`src/rtl/laser_score.sv`:
```
// laser_score: buffers one image of NPTS points, then counts the points inside the union of two circles.
// Build option LASER_SCORE_OVERLAP_EN adds a second count (points inside both circles) on OVERLAP.
module laser_score #(
    parameter int NPTS      = 40,
    parameter int RADIUS_SQ = 16
) (
    input  logic       CLK,
    input  logic       RST,
    input  logic       PT_VALID,
    input  logic [3:0] X,
    input  logic [3:0] Y,
    input  logic       DONE_IN,
    input  logic [3:0] C1X,
    input  logic [3:0] C1Y,
    input  logic [3:0] C2X,
    input  logic [3:0] C2Y,
    output logic       BUSY,
    output logic [5:0] SCORE,
    output logic       SCORE_VALID,
    output logic [5:0] OVERLAP
);
    localparam int             CW   = $clog2(NPTS + 1);
    localparam logic [9:0]     R_SQ = 10'(RADIUS_SQ);

    // state    | meaning
    // S_IDLE   | one cycle after reset before loading starts
    // S_LOAD   | accepting point beats into the buffer
    // S_WAIT   | image complete, waiting for centres
    // S_EVAL   | one point per cycle, plus a final cycle to hand off the total
    // S_REPORT | SCORE/OVERLAP freshly updated, SCORE_VALID high
    typedef enum logic [2:0] {S_IDLE, S_LOAD, S_WAIT, S_EVAL, S_REPORT} state_t;

    state_t          state_q, state_d;
    logic [CW-1:0]   load_cnt_q, load_cnt_d;
    logic [CW-1:0]   eval_cnt_q, eval_cnt_d;
    logic [5:0]      acc_q, acc_d;
    logic [5:0]      score_q, score_d;
    logic [3:0]      c1x_q, c1y_q, c2x_q, c2y_q;
    logic            cap_en, wr_en, eval_done;
    logic [3:0]      bx_mem [NPTS];
    logic [3:0]      by_mem [NPTS];
    logic [CW-1:0]   rd_idx;
    logic [3:0]      px, py;
    logic            in1, in2;

    function automatic logic [3:0] absdiff(input logic [3:0] a, input logic [3:0] b);
        return (a >= b) ? (a - b) : (b - a);
    endfunction

    function automatic logic inside_circ(input logic [3:0] pxi, input logic [3:0] pyi,
                                         input logic [3:0] cx, input logic [3:0] cy);
        logic [3:0] dx, dy;
        logic [8:0] d2;
        dx = absdiff(pxi, cx);
        dy = absdiff(pyi, cy);
        d2 = {5'd0, dx} * {5'd0, dx} + {5'd0, dy} * {5'd0, dy};
        return ({1'b0, d2} <= R_SQ);
    endfunction

    assign eval_done = (eval_cnt_q == CW'(NPTS));
    // The drain cycle (eval_cnt_q == NPTS) reads a harmless in-range entry.
    assign rd_idx    = eval_done ? '0 : eval_cnt_q;
    assign px        = bx_mem[rd_idx];
    assign py        = by_mem[rd_idx];
    assign in1       = inside_circ(px, py, c1x_q, c1y_q);
    assign in2       = inside_circ(px, py, c2x_q, c2y_q);

    always_comb begin
        state_d    = state_q;
        load_cnt_d = load_cnt_q;
        eval_cnt_d = eval_cnt_q;
        acc_d      = acc_q;
        score_d    = score_q;
        cap_en     = 1'b0;
        wr_en      = 1'b0;
        case (state_q)
            S_IDLE: begin
                state_d    = S_LOAD;
                load_cnt_d = '0;
            end
            S_LOAD: begin
                if (PT_VALID) begin
                    wr_en      = 1'b1;
                    load_cnt_d = load_cnt_q + 1'b1;
                    if (load_cnt_q == CW'(NPTS - 1)) state_d = S_WAIT;
                end
            end
            S_WAIT: begin
                if (DONE_IN) begin
                    cap_en     = 1'b1;
                    state_d    = S_EVAL;
                    eval_cnt_d = '0;
                    acc_d      = '0;
                end
            end
            S_EVAL: begin
                if (eval_done) begin
                    state_d = S_REPORT;
                    score_d = acc_q;
                end else begin
                    acc_d      = acc_q + {5'd0, (in1 | in2)};
                    eval_cnt_d = eval_cnt_q + 1'b1;
                end
            end
            S_REPORT: begin
                state_d    = S_LOAD;
                load_cnt_d = '0;
                eval_cnt_d = '0;
                acc_d      = '0;
            end
            default: state_d = S_IDLE;
        endcase
    end

    always_ff @(posedge CLK) begin
        if (RST) begin
            state_q    <= S_IDLE;
            load_cnt_q <= '0;
            eval_cnt_q <= '0;
            acc_q      <= '0;
            score_q    <= '0;
            c1x_q      <= '0;
            c1y_q      <= '0;
            c2x_q      <= '0;
            c2y_q      <= '0;
        end else begin
            state_q    <= state_d;
            load_cnt_q <= load_cnt_d;
            eval_cnt_q <= eval_cnt_d;
            acc_q      <= acc_d;
            score_q    <= score_d;
            if (cap_en) begin
                c1x_q <= C1X;
                c1y_q <= C1Y;
                c2x_q <= C2X;
                c2y_q <= C2Y;
            end
        end
    end

    // Point buffer deliberately has no reset.
    always_ff @(posedge CLK) begin
        if (wr_en && !RST) begin
            bx_mem[load_cnt_q] <= X;
            by_mem[load_cnt_q] <= Y;
        end
    end

`ifdef LASER_SCORE_OVERLAP_EN
    logic [5:0] ov_acc_q, ov_acc_d, ov_q, ov_d;

    always_comb begin
        ov_acc_d = ov_acc_q;
        ov_d     = ov_q;
        case (state_q)
            S_WAIT:   if (DONE_IN) ov_acc_d = '0;
            S_EVAL: begin
                if (eval_done) ov_d = ov_acc_q;
                else           ov_acc_d = ov_acc_q + {5'd0, (in1 & in2)};
            end
            S_REPORT: ov_acc_d = '0;
            default:  ;
        endcase
    end

    always_ff @(posedge CLK) begin
        if (RST) begin
            ov_acc_q <= '0;
            ov_q     <= '0;
        end else begin
            ov_acc_q <= ov_acc_d;
            ov_q     <= ov_d;
        end
    end

    assign OVERLAP = ov_q;
`else
    assign OVERLAP = '0;
`endif

    assign SCORE       = score_q;
    assign SCORE_VALID = (state_q == S_REPORT);
    assign BUSY        = (state_q == S_EVAL) || (state_q == S_REPORT);
endmodule

```
`config.mk`:
```
export PLATFORM = sky130hd
export DESIGN_NAME = laser_score
export DESIGN_NICKNAME = d
export VERILOG_FILES = /design/src/rtl/laser_score.sv
export SDC_FILE = /design/constraint.sdc
export NUM_CORES = 1
export LEC_CHECK = 0
export BUFFER_PORTS_ARGS = -buffer_cell sky130_fd_sc_hd__buf_2
export CORE_MARGIN = 2
export CORE_UTILIZATION = 44
export CTS_CLUSTER_DIAMETER = 40
export DETAILED_ROUTE_END_ITERATION = 10
export RECOVER_POWER = 100
export SLEW_MARGIN = 10
export SYNTH_ARGS = -nofsm -noshare
export SYNTH_HDL_FRONTEND = slang
export SYNTH_SLANG_ARGS = --single-unit
```
`constraint.sdc`:
```
create_clock -name CLK -period 20.5 [get_ports CLK]
set_clock_uncertainty 0.15 [all_clocks]
set_input_delay 4.1 -clock CLK [delete_from_list [all_inputs] [get_ports CLK]]
set_output_delay 4.1 -clock CLK [all_outputs]
set_load 0.03 [all_outputs]
```
== After elaboration in Yosys (flattened, before gate mapping) ==
Memories as Yosys holds them, arrays and structs flattened.
Index checks and enable logic that the tools add are counted.
W data, S select, Z words.

* Output and inout bits: 14
* Input port bits: 28
* Flip-flop bits (word level): 43
* Memories kept: 2
* Bits in writable memories: 320

{| class="wikitable"
|+ Memories
! memory !! words !! bits a word !! rd ports !! clocked after memory_dff !! write ports !! line !! source
|-
| bx_mem || 40 || 4 || 1 || 0 || 1 || 40 || <nowiki>logic [3:0] bx_mem [NPTS];</nowiki>
|-
| by_mem || 40 || 4 || 1 || 0 || 1 || 41 || <nowiki>logic [3:0] by_mem [NPTS];</nowiki>
|}

* Equal/unequal tests: 11
* Bitwise operators: 1
* Multiply operators: 4
* Order comparisons: 6
* Add/sub/neg operators: 13
* Reductions and logical operators: 11
* Multiplexer cells: 23

{| class="wikitable"
|+ Operator list
! cell !! number
|-
| $pmux W6 S3 || 2
|-
| $mul A4 B4 Y8 || 4
|-
| $sub A4 B4 Y4 || 8
|-
| $mux W6 || 5
|-
| $add A8 B8 Y9 || 2
|-
| $le A9 B5 Y1 const B || 2
|-
| $ge A4 B4 Y1 || 4
|-
| $mux W4 || 4
|-
| $add A6 B1 Y6 const B || 2
|-
| $eq A6 B6 Y1 const B || 2
|-
| $mux W3 || 4
|-
| $pmux W3 S4 || 1
|-
| $pmux W6 S2 || 1
|-
| $ne A2 B2 Y1 const B || 5
|-
| $add A6 B1 Y6 || 1
|-
| $eq A3 B2 Y1 const B || 2
|-
| $mux W1 || 6
|-
| $reduce_and A2 Y1 || 2
|-
| $reduce_and A4 Y1 || 1
|-
| $eq A3 B1 Y1 const B || 1
|-
| $eq A3 B3 Y1 const B || 1
|-
| $logic_not A3 Y1 || 1
|-
| $reduce_and A3 Y1 || 1
|-
| $reduce_bool A3 Y1 || 1
|-
| 6 further kinds || 6
|}

== Longest topological paths before layout ==
Gate-level depths: netlist (run 1).
An unclocked memory read counts as a cell.

* Depth in word-level cells: 12
* Gate-level depth with buffers: 41

== Least setup slack after synthesis (run 1) ==
No wires, ideal clock.

* Path kind: register to register
* Start point: register eval_cnt_q[0]
* End point: register acc_q[5]
* Library setup time: 0.133 ns
* Data arrival time: 8.080 ns
* Stages on the path, launching flop included: 37
* Buffers on the path: 5
* Path slack: 12.137 ns
* Cells stage by stage: dfxtp_1 -> buf_4 -> inv_1 -> buf_2 -> buf_1 -> ha_1 -> nor4bb_4 -> buf_6 -> a21oi_4 -> buf_6 -> mux2i_1 -> o221ai_1 -> a32oi_1 -> a31oi_1 -> ha_1 -> a21bo_2 -> a21o_1 -> a21oi_1 -> mux2i_1 -> xnor2_1 -> or2_2 -> fa_1 -> fa_1 -> fa_1 -> inv_1 -> fa_1 -> ha_1 -> inv_1 -> fa_1 -> xor2_1 -> o221ai_1 -> o22ai_1 -> ha_1 -> and3_1 -> nand4_1 -> xor2_1 -> nor2_1

* Longest elaborated chain between the ends: 12
* Elaborated cells on any way between the ends: 34
* Classes of those cells: add/sub (11); mul (4); order compare (6); eq/ne (2); mux (7); bitwise (1); reduce/logical (1); memory (2)

{| class="wikitable"
|+ Ends and longest elaborated chain
! what !! line !! source
|-
| start: declaration || 35 || <nowiki>logic [CW-1:0] eval_cnt_q, eval_cnt_d;</nowiki>
|-
| start signal: assignment || 129 || <nowiki>eval_cnt_q <= eval_cnt_d;</nowiki>
|-
| $eq A6 B6 Y1 || 60 || <nowiki>assign eval_done = (eval_cnt_q == CW'(NPTS));</nowiki>
|-
| $mux W6 || 62 || <nowiki>assign rd_idx = eval_done ? '0 : eval_cnt_q;</nowiki>
|-
| $mem_v2 Z40 W4 (on tied branches) || -- ||
|-
| $sub A4 B4 Y4 or $ge A4 B4 Y1 (tied branches) || 47 || <nowiki>return (a >= b) ? (a - b) : (b - a);</nowiki>
|-
| $mux W4 || 47 ||
|-
| $mul A4 B4 Y8 || 56 || <nowiki>d2 = {5'd0, dx} * {5'd0, dx} + {5'd0, dy} * {5'd0, dy};</nowiki>
|-
| $add A8 B8 Y9 || 56 ||
|-
| $le A9 B5 Y1 || 57 || <nowiki>return ({1'b0, d2} <= R_SQ);</nowiki>
|-
| $or A1 B1 Y1 || 101 || <nowiki>acc_d = acc_q + {5'd0, (in1 | in2)};</nowiki>
|-
| $add A6 B1 Y6 || 101 ||
|-
| $mux W6 || 97 || <nowiki>if (eval_done) begin</nowiki>
|-
| $pmux W6 S3 || 76 || <nowiki>case (state_q)</nowiki>
|-
| end signal: assignment || 120 || <nowiki>acc_q <= '0;</nowiki>
|-
| end signal: assignment || 130 || <nowiki>acc_q <= acc_d;</nowiki>
|-
| end: declaration || 36 || <nowiki>logic [5:0] acc_q, acc_d;</nowiki>
|}

Parallel ways exist; a longest one is shown, timed or not. The select of a mux whose other input is x is not followed.
A chain may end at the register's enable or synchronous reset.

== Final worst setup path (run 1) ==
* Start point: register eval_cnt_q[1]
* End point: register acc_q[5]

The elaborated chain is that of the path after synthesis.

==> results of run 1 <==
## worst min path at each step
| stage | end | slack [ns] | cells past startpoint |
|---|---|---|---|
| 3_5_place_dp | SCORE[0]$_SDFFE_PP0P_ | 0.30 | 2 |
| 5_1_grt | SCORE[5]$_SDFFE_PP0P_ | 0.33 | 2 |
| 2_1_floorplan | c1x_q[3]$_SDFFE_PP0P_ | 0.29 | 2 |
| 3_3_place_gp | SCORE[3]$_SDFFE_PP0P_ | 0.29 | 2 |
| 4_1_cts | SCORE[0]$_SDFFE_PP0P_ | 0.31 | 2 |
| 6_report | SCORE[5]$_SDFFE_PP0P_ | 0.31 | 2 |
## cells in the mapped netlist, drive strengths merged (17+ instances only)
| cell type | count | share of area (%) |
|---|---|---|
| nand2 | 120 | 2.6 |
| fa | 30 | 3.5 |
| mux2 | 20 | 1.3 |
| nor2 | 114 | 2.5 |
| a21o | 20 | 0.87 |
| mux2i | 47 | 2.7 |
| a21oi | 77 | 2.3 |
| dfxtp | 43 | 5.0 |
| nand3 | 26 | 0.75 |
| buf | 52 | 2.0 |
| edfxtp | 320 | 55 |
| ha | 71 | 5.1 |
| o21ai | 21 | 0.69 |
| inv | 72 | 1.6 |
| mux4 | 25 | 3.2 |
| a31oi | 17 | 0.61 |
## kinds of logic (layout without fill, tap and decap cells)
family,Yosys count,in the layout
adder cells (fa/ha/maj),101,101
other,1,6
XOR/XNOR,24,24
buffers and inverters,138,221
flip-flops,363,363
AO/OA/AOI/OAI,250,250
multiplexers,92,92
AND/OR/NAND/NOR,331,331
## worst min-delay path, delay by kind of cell (launching register included)
kind               cells  cell delay (ns)
DFF                    1             0.30
and+or+nand+nor        1             0.05
AOI/OAI and AO/OA      1             0.05
## per-layer routing
layer  GRT usage, %  wire (um)
met1           30.3      19200
met2           36.1      21700
met3           3.80       2770
met4           10.6       1930
met5              0          0
## final cells by class
class | instances | area, um^2
Clock buffer | 57 | 1340
Clock inverter | 41 | 513
Fill cell | 3299 | 19100
Inverter | 72 | 270
Multi-Input combinational cell | 804 | 6220
Sequential cell | 363 | 10500
Tap cell | 518 | 648
Timing Repair Buffer | 51 | 267
## power by group
group | switching, mW | internal (mW) | total, mW
clock | 0.361 | 0.575 | 0.936
sequential | 0.000674 | 0.805 | 0.806
combinational | 0.0641 | 0.0397 | 0.104
## state kept, by name, indices dropped and copies added, names as in the netlist
name,count
acc_q,6
c1x_q,4
by_mem,160
c2x_q,4
load_cnt_q,6
state_q,3
c1y_q,4
c2y_q,4
eval_cnt_q,6
SCORE,6
bx_mem,160
==> flow_metrics.tcl, run 1 <==
set metrics [dict create \
    initial_utilization_pct 44.7 \
    final_nets 1473 \
    cts_setup_buffers 0 \
    grt_max_degree 59 \
    yosys.area_share.adder_pct 8.58 \
    path_depth 34 \
    startpoint_type "register" \
    maxSlewHeadroom_pct -51.6 \
    ios 42 \
    avgSynthCellArea_um2 13.3 \
    seq_area_frac_synth_pct 60.3 \
    cpLargestDelayFamily "adder cells" \
    num_antenna_cells 0 \
    num_rows 72 \
    fmax_mhz 81.0 \
    period_minus_slack_ns 12.34 \
    reg2reg_depth 34 \
    synth_compound_area_share_pct 10.0 \
    dr.pass1.iters 5 \
    r2r-start "eval_cnt_q[1]$_SDFFE_PP0P_" \
    tns_ns 0 \
    yosys_warnings 0 \
    htreeDepth 2 \
    startpoint "eval_cnt_q[1]$_SDFFE_PP0P_" \
    drt-total-wl_um 45600 \
    worstSetupEndpoint "acc_q[5]$_SDFFE_PP0P_" \
    vias 10948 \
    place_ws_ns 10.34 \
    die_w_um 203 \
    yosys.area_share.simple_pct 8.63 \
    r2r_slack_ns 8.16 \
    coreArea_um2 38800 \
    postCtsHoldBufs 0 \
    route.detailed.wl_per_inst_um 23.9 \
    cts.clk_slew.worst_paths_ns 0.05 \
    hp-start "SCORE[5]$_SDFFE_PP0P_" \
    gp_congestion 0.882 \
    area_growth_pct 13.7 \
    clkSinkCount 363 \
    synth.cell_area_um2 17400 \
    powerDensity_nw_per_um2 93.5 \
    worstPathMaxFanout 26 \
    dpl.cell_count 1808 \
    arrival_ns 12.62 \
    synthArstFlopShare_pct 0 \
    final_cells 1906 \
    ir_drop_mv 0.0661 \
    grt_overflow 0 \
    rr_endpoint "acc_q[5]$_SDFFE_PP0P_" \
    finalHoldViolCount 0 \
    critPathSlowestCell "nor4bb_1" \
    violations "capacitance limit, slew limit" \
    dieArea_um2 41000 \
    ys_ff_latch 363 \
    grt.total_usage_pct 22.6 \
    min_path_type "reg -> reg" \
    critPathBufInv 5 \
    drt-vias-per-instance 5.74 \
    critPathRequiredTime_ns 20.77 \
    status "finished with violations" \
    rsz0062_at_grt "false" \
    utilization_pct 50.8 \
    first_iter_violations 851 \
    first_global_vias 11082 \
    grt_first_pass_wirelength_um 69000 \
    cts_tree "yes" \
    drtAntennaViolNets 0 \
    path_common_cell "fa_1" \
    clk_latency_ns 0.61 \
    final_cell_mix "edfxtp_1, nand2_1, nor2_1" \
    die_h_um 203 \
    drive_gt1_share_pct 14.0 \
    synth_xor_area_share_pct 1.21 \
    antenna_found_initial 0 \
    synth_edf_count 320 \
    cts_buffers 52 \
    synthMuxAreaShare_pct 7.25 \
    cap_violations 12 \
    root_buffer "clkbuf_16" \
    layout_commonest_cell "edfxtp_1" \
    worst-slew-pin-transition_ns 2.24 \
    dpl-instance-area_um2 17900 \
    crit_type "reg -> reg" \
    ys.flop_type "edfxtp_1" \
    setup_ws_ns 8.16 \
    post-route-period-util_pct 60.2 \
    final_area_um2 19700 \
    syn_inst 1300 \
    final-setup-viol-count 0 \
    worstSetupEndpointType "register" \
    synth_top_family_by_area "compound AO/OA/AOI/OAI gates" \
    power_mw 1.85 \
    p_leak_nw 6.72 \
    dpl.hpwl_um 29500 \
    drc 0 \
    max-clock-path-buffers 3 \
    slew_violations 410 \
    critPathMaxStageDelay_ns 1.80 \
    numPortBuffers 35 \
    cts_resized 0 \
    ys_types 78 \
    timing.hold.ws_ns 0.308 \
]
(Power assumes the default switching activity.)
==> run 2, diff against run 1 <==
- clock period: 20.5 -> 10.7 ns (I/O delays scaled with it)
==> flow_metrics.tcl, run 2 (synthesis gave the netlist of run 1 again) <==
set metrics [dict create \
    coreArea_um2 38800 \
    final_cell_mix "edfxtp_1, nand2_1, nor2_1" \
    grt_first_pass_wirelength_um 68700 \
    status "finished with violations" \
    max-clock-path-buffers 3 \
    finalHoldViolCount 0 \
    first_global_vias 11046 \
    dieArea_um2 41000 \
    powerDensity_nw_per_um2 172 \
    fill_cells 3337 \
    place_ws_ns 1.16 \
    power_mw 3.37 \
    layout_commonest_cell "edfxtp_1" \
    rsz0062_at_grt "false" \
    final_area_um2 19500 \
    violations "capacitance limit, slew limit" \
    top_regs "bx_mem (160), by_mem (160)" \
    ios 42 \
    cap_violations 10 \
    p_leak_nw 6.63 \
    antenna_found_initial 0 \
    first_iter_violations 938 \
    postCtsHoldBufs 0 \
    slew_violations 371 \
    worstPathMaxFanout 14 \
    cts_buffers 48 \
    grt.total_usage_pct 22.3 \
    grt_max_degree 88 \
    period_minus_slack_ns 9.74 \
    numPortBuffers 35 \
    worst-slew-pin-transition_ns 2.22 \
    post-route-period-util_pct 91.0 \
    setup_ws_ns 0.964 \
    cts_resized 0 \
    num_rows 72 \
    drc 0 \
    arrival_ns 10.00 \
    dpl.hpwl_um 29600 \
    htreeDepth 2 \
    vias 10971 \
    worstSetupEndpointType "register" \
    area_growth_pct 12.6 \
    cts_tree "yes" \
    min_path_type "reg -> reg" \
    final-setup-viol-count 0 \
    cts.clk_slew.worst_paths_ns 0.05 \
    root_buffer "clkbuf_16" \
    critPathMaxStageDelay_ns 0.72 \
    critPathSlowestCell "nor4bb_4" \
    crit_type "reg -> reg" \
    drive_gt1_share_pct 12.7 \
    startpoint_type "register" \
    die_w_um 203 \
    dpl-instance-area_um2 18000 \
    gp_congestion 0.943 \
    fmax_mhz 103 \
    dr.pass1.iters 5 \
    initial_utilization_pct 44.7 \
    cts_setup_buffers 0 \
    clkSinkCount 363 \
    die_h_um 203 \
    tns_ns 0 \
    critPathRequiredTime_ns 10.96 \
    drt-total-wl_um 45300 \
    ir_drop_mv 0.128 \
    final_nets 1473 \
    drtAntennaViolNets 0 \
    drt-vias-per-instance 5.77 \
    clk_latency_ns 0.57 \
    route.detailed.wl_per_inst_um 23.8 \
    maxSlewHeadroom_pct -48.3 \
    grt_overflow 0 \
]
-- run 2: cell count changes in the layout (fill, tap and decap cells not counted), sizes merged --
cell | previous run | this run
clkinvlp | 5 | 3
clkinv | 16 | 18
inv | 85 | 79
clkbuf | 76 | 75
diode | 0 | 1
buf | 32 | 34
-- run 2: final timing paths --
kind | from | endpoint | slack (ns) | depth (start not counted)
min | SCORE[5]$_SDFFE_PP0P_ | SCORE[5]$_SDFFE_PP0P_ | 0.31 | 2
min reg2reg | SCORE[5]$_SDFFE_PP0P_ | SCORE[5]$_SDFFE_PP0P_ | 0.31 | 2
max | eval_cnt_q[0]$_SDFFE_PP0P_ | acc_q[4]$_SDFFE_PP0P_ | 0.96 | 34
max reg2reg | eval_cnt_q[0]$_SDFFE_PP0P_ | acc_q[4]$_SDFFE_PP0P_ | 0.96 | 34
-- run 2: per-layer routing --
| layer | up-vias | GRT usage, % | wire (um) | share of wire, % |
|---|---|---|---|---|
| met5 | - | 0 | 0 | 0 |
| met4 | 0 | 7.95 | 1510 | 3.3 |
| met3 | 89 | 3.58 | 3260 | 7.2 |
| met2 | 433 | 36.3 | 21400 | 47 |
| met1 | 5489 | 30.5 | 19200 | 42 |
| li1 | 4960 | - | - | - |
-- run 2: layout make-up --
class | count | area (um^2) | share of cell area (%)
flip-flops and latches | 363 | 10500 | 53.6
multi-input cells | 804 | 6220 | 31.8
clock buffers | 54 | 1220 | 6.26
well taps | 518 | 648 | 3.32
clock inverters | 35 | 398 | 2.04
repair buffers | 55 | 304 | 1.56
inverters | 72 | 270 | 1.38
diodes | 1 | 2.50 | 0.0128
-- run 2: critical path: cells and delay by family (launching register included) --
family | cells | cell delay [ns]
AND/OR/NAND/NOR | 4 | 1.22
buffers and inverters | 4 | 0.57
multiplexers | 1 | 0.28
adder cells (fa/ha/maj) | 10 | 3.55
AO/OA/AOI/OAI | 13 | 3.12
flip-flops | 1 | 0.33
XOR/XNOR | 2 | 0.34
-- run 2: power breakdown --
group,switching (mW),internal (mW)
sequential,0.00124,1.54
clock,0.618,1.00
combinational,0.127,0.0766
-- run 2: stage by stage --
| step | util, % | std cells | hold slack (ns) |
|---|---|---|---|
| floorplan | - | 1305 | 0.286 |
| global placement | 46.3 | 1812 | 0.294 |
| detailed placement | 46.3 | 1812 | 0.298 |
| CTS | 50.5 | 1901 | 0.307 |
| global route | 50.3 | 1901 | 0.321 |
| finish | 50.3 | 1902 | 0.308 |
